$ cat config.mk
export PLATFORM = sky130hd
export DESIGN_NAME = axi4_lite_write_arbiter
export DESIGN_NICKNAME = d
export VERILOG_FILES = /design/src/rtl/axi4_lite_write_arbiter.sv
export SDC_FILE = /design/constraint.sdc
export NUM_CORES = 1
export LEC_CHECK = 0
export BUFFER_PORTS_ARGS = -buffer_cell sky130_fd_sc_hd__buf_2
export CAP_MARGIN = 20
export CORE_AREA = 2 2 107 109
export DETAILED_ROUTE_END_ITERATION = 10
export DIE_AREA = 0 0 109 111
export GPL_ROUTABILITY_DRIVEN = 0
export PLACE_DENSITY = 0.66
export SYNTH_ARGS = -nofsm -noshare
export SYNTH_HDL_FRONTEND = slang
export SYNTH_SLANG_ARGS = --single-unit
$ cat constraint.sdc
create_clock -name ACLK -period 2.16 [get_ports ACLK]
set_clock_uncertainty 0.15 [all_clocks]
set_input_delay 0.324 -clock ACLK [delete_from_list [all_inputs] [get_ports ACLK]]
set_output_delay 0.324 -clock ACLK [all_outputs]
set_load 0.01 [all_outputs]
$ cat src/rtl/axi4_lite_write_arbiter.sv
// axi4_lite_write_arbiter
// Two requesters share one AXI4-Lite write master port. Requesters are
// arbitrated round-robin, and each transaction runs through four states:
// IDLE, SEND, RESP and DONE.
//
// Optional watchdog: define AXIL_WR_TIMEOUT_EN to abort a stalled SEND/RESP
// phase after TIMEOUT_CYCLES cycles. An aborted transaction reports
// resp_OUT = 2'b11. With the macro undefined, SEND and RESP wait forever.
//
// Handshake rule on every channel: a transfer happens on a rising ACLK edge
// where VALID and READY are both high. Once a VALID has been raised, it and
// its payload are held until that edge, then dropped on the next cycle.
module axi4_lite_write_arbiter #(
   parameter int ADDR_WIDTH     = 32,
   parameter int DATA_WIDTH     = 32,
   parameter int TIMEOUT_CYCLES = 255
) (
   input  logic                    ACLK,
   input  logic                    ARESET,
   input  logic                    req0_VALID,
   input  logic [ADDR_WIDTH-1:0]   req0_ADDR,
   input  logic [DATA_WIDTH-1:0]   req0_DATA,
   output logic                    req0_ACK,
   output logic                    req0_DONE,
   input  logic                    req1_VALID,
   input  logic [ADDR_WIDTH-1:0]   req1_ADDR,
   input  logic [DATA_WIDTH-1:0]   req1_DATA,
   output logic                    req1_ACK,
   output logic                    req1_DONE,
   output logic [1:0]              resp_OUT,
   output logic [ADDR_WIDTH-1:0]   AWADDR,
   output logic [2:0]              AWPROT,
   output logic                    AWVALID,
   input  logic                    AWREADY,
   output logic [DATA_WIDTH-1:0]   WDATA,
   output logic [DATA_WIDTH/8-1:0] WSTRB,
   output logic                    WVALID,
   input  logic                    WREADY,
   input  logic [1:0]              BRESP,
   input  logic                    BVALID,
   output logic                    BREADY,
   output logic                    busy_OUT,
   output logic [1:0]              dbg_state_o
);

   localparam int SW = DATA_WIDTH / 8;

   typedef enum logic [1:0] {
      S_IDLE = 2'd0,
      S_SEND = 2'd1,
      S_RESP = 2'd2,
      S_DONE = 2'd3
   } state_t;

   state_t                  state_q;
   logic                    last_q;      // requester granted most recently
   logic                    gnt_q;       // requester owning the current transaction
   logic                    aw_valid_q;
   logic                    w_valid_q;
   logic                    aw_done_q;
   logic                    w_done_q;
   logic                    bready_q;
   logic [ADDR_WIDTH-1:0]   addr_q;
   logic [DATA_WIDTH-1:0]   data_q;
   logic [SW-1:0]           strb_q;
   logic [1:0]              resp_q;

   logic                    gnt_any;
   logic                    gnt_d;
   logic                    aw_hs;
   logic                    w_hs;
   logic                    aw_fin;
   logic                    w_fin;

`ifdef AXIL_WR_TIMEOUT_EN
   localparam int CW = $clog2(TIMEOUT_CYCLES + 1);
   logic [CW-1:0]           cnt_q;
`else
   localparam int unused_timeout_cycles = TIMEOUT_CYCLES;
`endif

   // Round-robin pick. When both requesters are valid, the one not granted
   // last time wins. No grant is made while reset is held.
   always_comb begin
      gnt_any = 1'b0;
      gnt_d   = 1'b0;
      if (state_q == S_IDLE && !ARESET) begin
         gnt_any = req0_VALID | req1_VALID;
         gnt_d   = (req0_VALID & req1_VALID) ? ~last_q : req1_VALID;
      end
   end

   assign aw_hs  = aw_valid_q & AWREADY;
   assign w_hs   = w_valid_q & WREADY;
   assign aw_fin = aw_done_q | aw_hs;
   assign w_fin  = w_done_q | w_hs;

   // Transaction FSM. Every bus-facing control bit and payload is a flop.
   always_ff @(posedge ACLK) begin
      if (ARESET) begin
         state_q    <= S_IDLE;
         last_q     <= 1'b1;
         gnt_q      <= 1'b0;
         aw_valid_q <= 1'b0;
         w_valid_q  <= 1'b0;
         aw_done_q  <= 1'b0;
         w_done_q   <= 1'b0;
         bready_q   <= 1'b0;
         addr_q     <= '0;
         data_q     <= '0;
         strb_q     <= '0;
         resp_q     <= 2'b00;
`ifdef AXIL_WR_TIMEOUT_EN
         cnt_q      <= '0;
`endif
      end else begin
         case (state_q)
            S_IDLE: begin
               if (gnt_any) begin
                  state_q    <= S_SEND;
                  gnt_q      <= gnt_d;
                  last_q     <= gnt_d;
                  addr_q     <= gnt_d ? req1_ADDR : req0_ADDR;
                  data_q     <= gnt_d ? req1_DATA : req0_DATA;
                  strb_q     <= '1;
                  aw_valid_q <= 1'b1;
                  w_valid_q  <= 1'b1;
                  aw_done_q  <= 1'b0;
                  w_done_q   <= 1'b0;
`ifdef AXIL_WR_TIMEOUT_EN
                  cnt_q      <= '0;
`endif
               end
            end
            S_SEND: begin
               if (aw_hs) begin
                  aw_valid_q <= 1'b0;
                  aw_done_q  <= 1'b1;
               end
               if (w_hs) begin
                  w_valid_q <= 1'b0;
                  w_done_q  <= 1'b1;
               end
               if (aw_fin && w_fin) begin
                  state_q  <= S_RESP;
                  bready_q <= 1'b1;
               end
`ifdef AXIL_WR_TIMEOUT_EN
               cnt_q <= cnt_q + CW'(1);
               if (cnt_q == CW'(TIMEOUT_CYCLES - 1)) begin
                  aw_valid_q <= 1'b0;
                  w_valid_q  <= 1'b0;
                  bready_q   <= 1'b0;
                  resp_q     <= 2'b11;
                  state_q    <= S_DONE;
               end
`endif
            end
            S_RESP: begin
               if (BVALID && bready_q) begin
                  resp_q   <= BRESP;
                  bready_q <= 1'b0;
                  state_q  <= S_DONE;
               end
`ifdef AXIL_WR_TIMEOUT_EN
               cnt_q <= cnt_q + CW'(1);
               if (cnt_q == CW'(TIMEOUT_CYCLES - 1)) begin
                  bready_q <= 1'b0;
                  resp_q   <= 2'b11;
                  state_q  <= S_DONE;
               end
`endif
            end
            S_DONE: begin
               state_q <= S_IDLE;
            end
            default: begin
               state_q <= S_IDLE;
            end
         endcase
      end
   end

   // The ACK is decoded in the grant cycle itself so that AW/W valid can
   // follow on the next cycle. Everything else comes straight from flops.
   assign req0_ACK    = gnt_any & ~gnt_d;
   assign req1_ACK    = gnt_any & gnt_d;
   assign req0_DONE   = (state_q == S_DONE) & ~gnt_q;
   assign req1_DONE   = (state_q == S_DONE) & gnt_q;
   assign resp_OUT    = (state_q == S_DONE) ? resp_q : 2'b00;
   assign AWADDR      = addr_q;
   assign AWPROT      = 3'b000;
   assign AWVALID     = aw_valid_q;
   assign WDATA       = data_q;
   assign WSTRB       = strb_q;
   assign WVALID      = w_valid_q;
   assign BREADY      = bready_q;
   assign busy_OUT    = (state_q != S_IDLE);
   assign dbg_state_o = state_q;

endmodule

==> results by group <==
Yosys
  • Count of different cell masters after synthesis: 41
  • Count leader, synth: nand3_1
  • Most common library cells after synthesis: nand3_1, dfxtp_1, nand2_1
  • Async set or reset register ratio after synthesis: 0
  • Yosys warning count: 0
  • Synth area leader: dfxtp_1
  • Cell area after synthesis: 0.00377 mm2
  • Mean Syn Cell Area: 8.08 um2
  • Cells after Synth: between 400 and 500
  • Main flop type after synthesis: dfxtp_1
  • Seq/Total Area, Yosys: 0.404
  • Synth top area cells: dfxtp_1, nand3_1, o221ai_1, nand2_1, a31oi_1
  • Post-synth top area share: 0.404
  • EDFF count, synth: 0
  • Yosys reg bits: 76

Global route
  • Vias in the first global route: 4294
  • Total track usage: 0.213
  • Pin count of the biggest net entering global routing: 65
  • First-pass GRT wire length: between 20000 and 25000 um
  • GRT overflow: 0
  • Initial antenna violation count: 0

Setup path
  • Reg2reg setup slack: 0.30 ns
  • Buf/Inv on CP: 3
  • Crit path DAT: 1.60 ns
  • Worst r2r src: dbg_state_o[1]
  • Reg2Reg Depth: 6
  • FF-to-FF End: last_q
  • Worst Path Required: about 1.7 ns
  • Setup Crit Path Kind: reg -> out
  • CP cell instances: inv_1 -> ha_4 -> nor2b_4 -> and3_4 -> buf_12 -> buf_2
  • Critical Path Start Type: register
  • Max FO, Critical Path: 11
  • CP top delay family: buffers and inverters
  • Worst Setup End Kind: output port
  • Crit-path max cell delay: 0.30 ns
  • CP max-delay cell: dfxtp_1

CTS
  • Post-CTS Setup Bufs: 0
  • CTS buffer count: 9
  • H-tree Lvls: 3
  • Worst-Skew Late Latency: about 0.33 ns
  • Hold Buf Count CTS: 0
  • Clock sink count: 76
  • Clock slew at reported path FFs: 0.06 ns
  • Root buf cell: clkbuf_16
  • CTS tree: yes
  • Clk buf depth: 2

Floorplanning
  • Core Region: 0.0111 mm2
  • Starting Density: 0.340
  • Die Span X: 109 um
  • FP Rows: 39
  • Die Y: 111 um
  • Die area: 0.0121 mm2
  • I/O pin cnt: 220

Power
  • PD cells: 1150 mW/mm2
  • Comb power frac: 0.370
  • Clock Power Share: 0.306
  • P_leak: 2.41 nW
  • Sequential power share: 0.324
  • Worst VDD drop: between 0.0005 and 0.0006 V
  • Switching power share of the total: 0.341
  • Power Total: a little over 6 mW
  • Internal power: 4.06 mW
  • Switching power total: 2.10 mW

Route
  • Via Count: 4388
  • DR iter-0 viols: 267
  • Drt drc: 0
  • Final ANT Viol Nets: 0
  • DRT Wirelength: 13000 um
  • Drt first pass iters: 4
  • Wire per inst: 16.1 um
  • Vias per cell: 5.46

STA
  • Worst-margin pin slew: 0.738 ns
  • Final Hold Viols: 0
  • Rel. slew slack: 0.508
  • Fin. max-slew vios: 0
  • Min Hold Slack: 0.0723 ns
  • Count of final setup violators: 0
  • Tmin final: between 2 and 2.5 ns
  • Period utilization: 0.960
  • Max Freq: 482 MHz

Job
  • Max-Cap Viols: 0

Finish
  • Filler instances: approximately 1100
  • Final core utilization: 0.483
  • Nets@finish: 799
  • Share of cells above drive strength 1: 0.402
  • Diode count: 0
  • Layout Cells excl Fill: 804
  • Register area: 0.00152 mm2
  • Area delta synth->final: 42.2%
  • Multi-input combinational cell area: between 0.0015 and 0.002 mm2

Worst hold path
  • Hold Path Class: in -> reg
  • HP Start: req1_ADDR[15]
  • Hold path endpoint: AWADDR[15]
  • Worst hold stages: 3

Place
  • Placed Instances: ~800
  • DP Wirelength: just under 9000 um
  • PortBufs: around 220

Run status
  • Outcome: completed
-- repair_timing --
item | CTS | global route
pin swaps | 0 | 0
resized for setup | 3 | 2
cloned | 2 | 0
setup endpoints to repair | 1 | 1
-- cell families (layout without fill, tap and decap cells) --
logic type               count (synthesis)  in the layout  synth area share
flip-flops                              76             76             0.404
AO/OA/AOI/OAI                          118            118             0.223
other                                    1              3          0.000996
buffers and inverters                   66            259            0.0927
AND/OR/NAND/NOR                        198            198             0.257
adder cells (fa/ha/maj)                  5              5            0.0166
multiplexers                             2              2           0.00532
-- cell usage in the layout, fill, tap and decap left out, drive strengths merged, types with 2 or more instances in the layout --
cell	instances
a21oi	7
buf	236
dfxtp	76
a22oi	2
o221a	3
ha	5
bufinv	4
and3b	4
nand3	131
inv	6
a31oi	26
a21boi	2
o311ai	2
o221ai	38
nand3b	2
conb	3
nand2b	2
mux2i	2
a21o	2
nor2b	4
o211ai	3
nand2	44
bufbuf	2
o21ai	26
and2	3
clkbuf	11
nor2	5
and3	2
-- flip-flops by register name, indices dropped and copies added (netlist names), 2 cells and up --
name and cells:
AWADDR 32, WDATA 32, dbg_state_o 2, resp_q 2
-- power by group through the flow --
stage / combinational [mW] / sequential, mW / clock [mW]
after CTS: 2.27 / 1.99 / 1.92
after floorplan: 1.19 / 2.19 / 0
after detailed placement: 2.21 / 2.02 / 0
after global placement: 2.17 / 2.01 / 0
final: 2.28 / 1.99 / 1.88
after global routing: 2.51 / 2.04 / 1.98
-- tightest hold or removal path, cell delays in order --
cell and delay [ns]:
buf_2 0.07, nand3_1 0.05, o221ai_1 0.06
-- area by class of cell --
type | count | share of cell area
multi-input combinational | 326 | 0.362
inverter | 6 | 0.00421
timing repair buffer | 238 | 0.247
sequential | 76 | 0.284
clock inverter | 4 | 0.0224
clock buffer | 11 | 0.0472
tap | 143 | 0.0334
-- per-layer routing --
layer | global-route usage | up-vias | routed length, um
li1 | - | 2114 | -
met1 | 0.270 | 2071 | 5390
met2 | 0.357 | 187 | 6390
met3 | 0.0423 | 16 | 950
met4 | 0.0692 | 0 | 229
met5 | 0 | - | 0
-- stage by stage --
stage,worst slack (ns),instance area (um2),setup TNS [ns]
floorplan,0.181,3770,0
global placement,0.306,4900,0
detailed placement,0.225,4900,0
CTS,0.0234,5340,0
global route,-0.0198,5350,-0.0198
finish,0.0866,5350,0
-- worst max path at each step --
stage	from	endpoint	slack (ns)	cells past startpoint
CTS	dbg_state_o[0]	req1_ACK	0.02	6
floorplan	dbg_state_o[0]	req1_ACK	0.18	8
finish	dbg_state_o[1]	req1_ACK	0.09	6
detailed placement	dbg_state_o[0]	last_q	0.23	6
global placement	dbg_state_o[0]	last_q	0.31	6
global route	dbg_state_o[1]	req1_ACK	-0.02	6
Note: power is estimated with default switching activity, not from simulation.
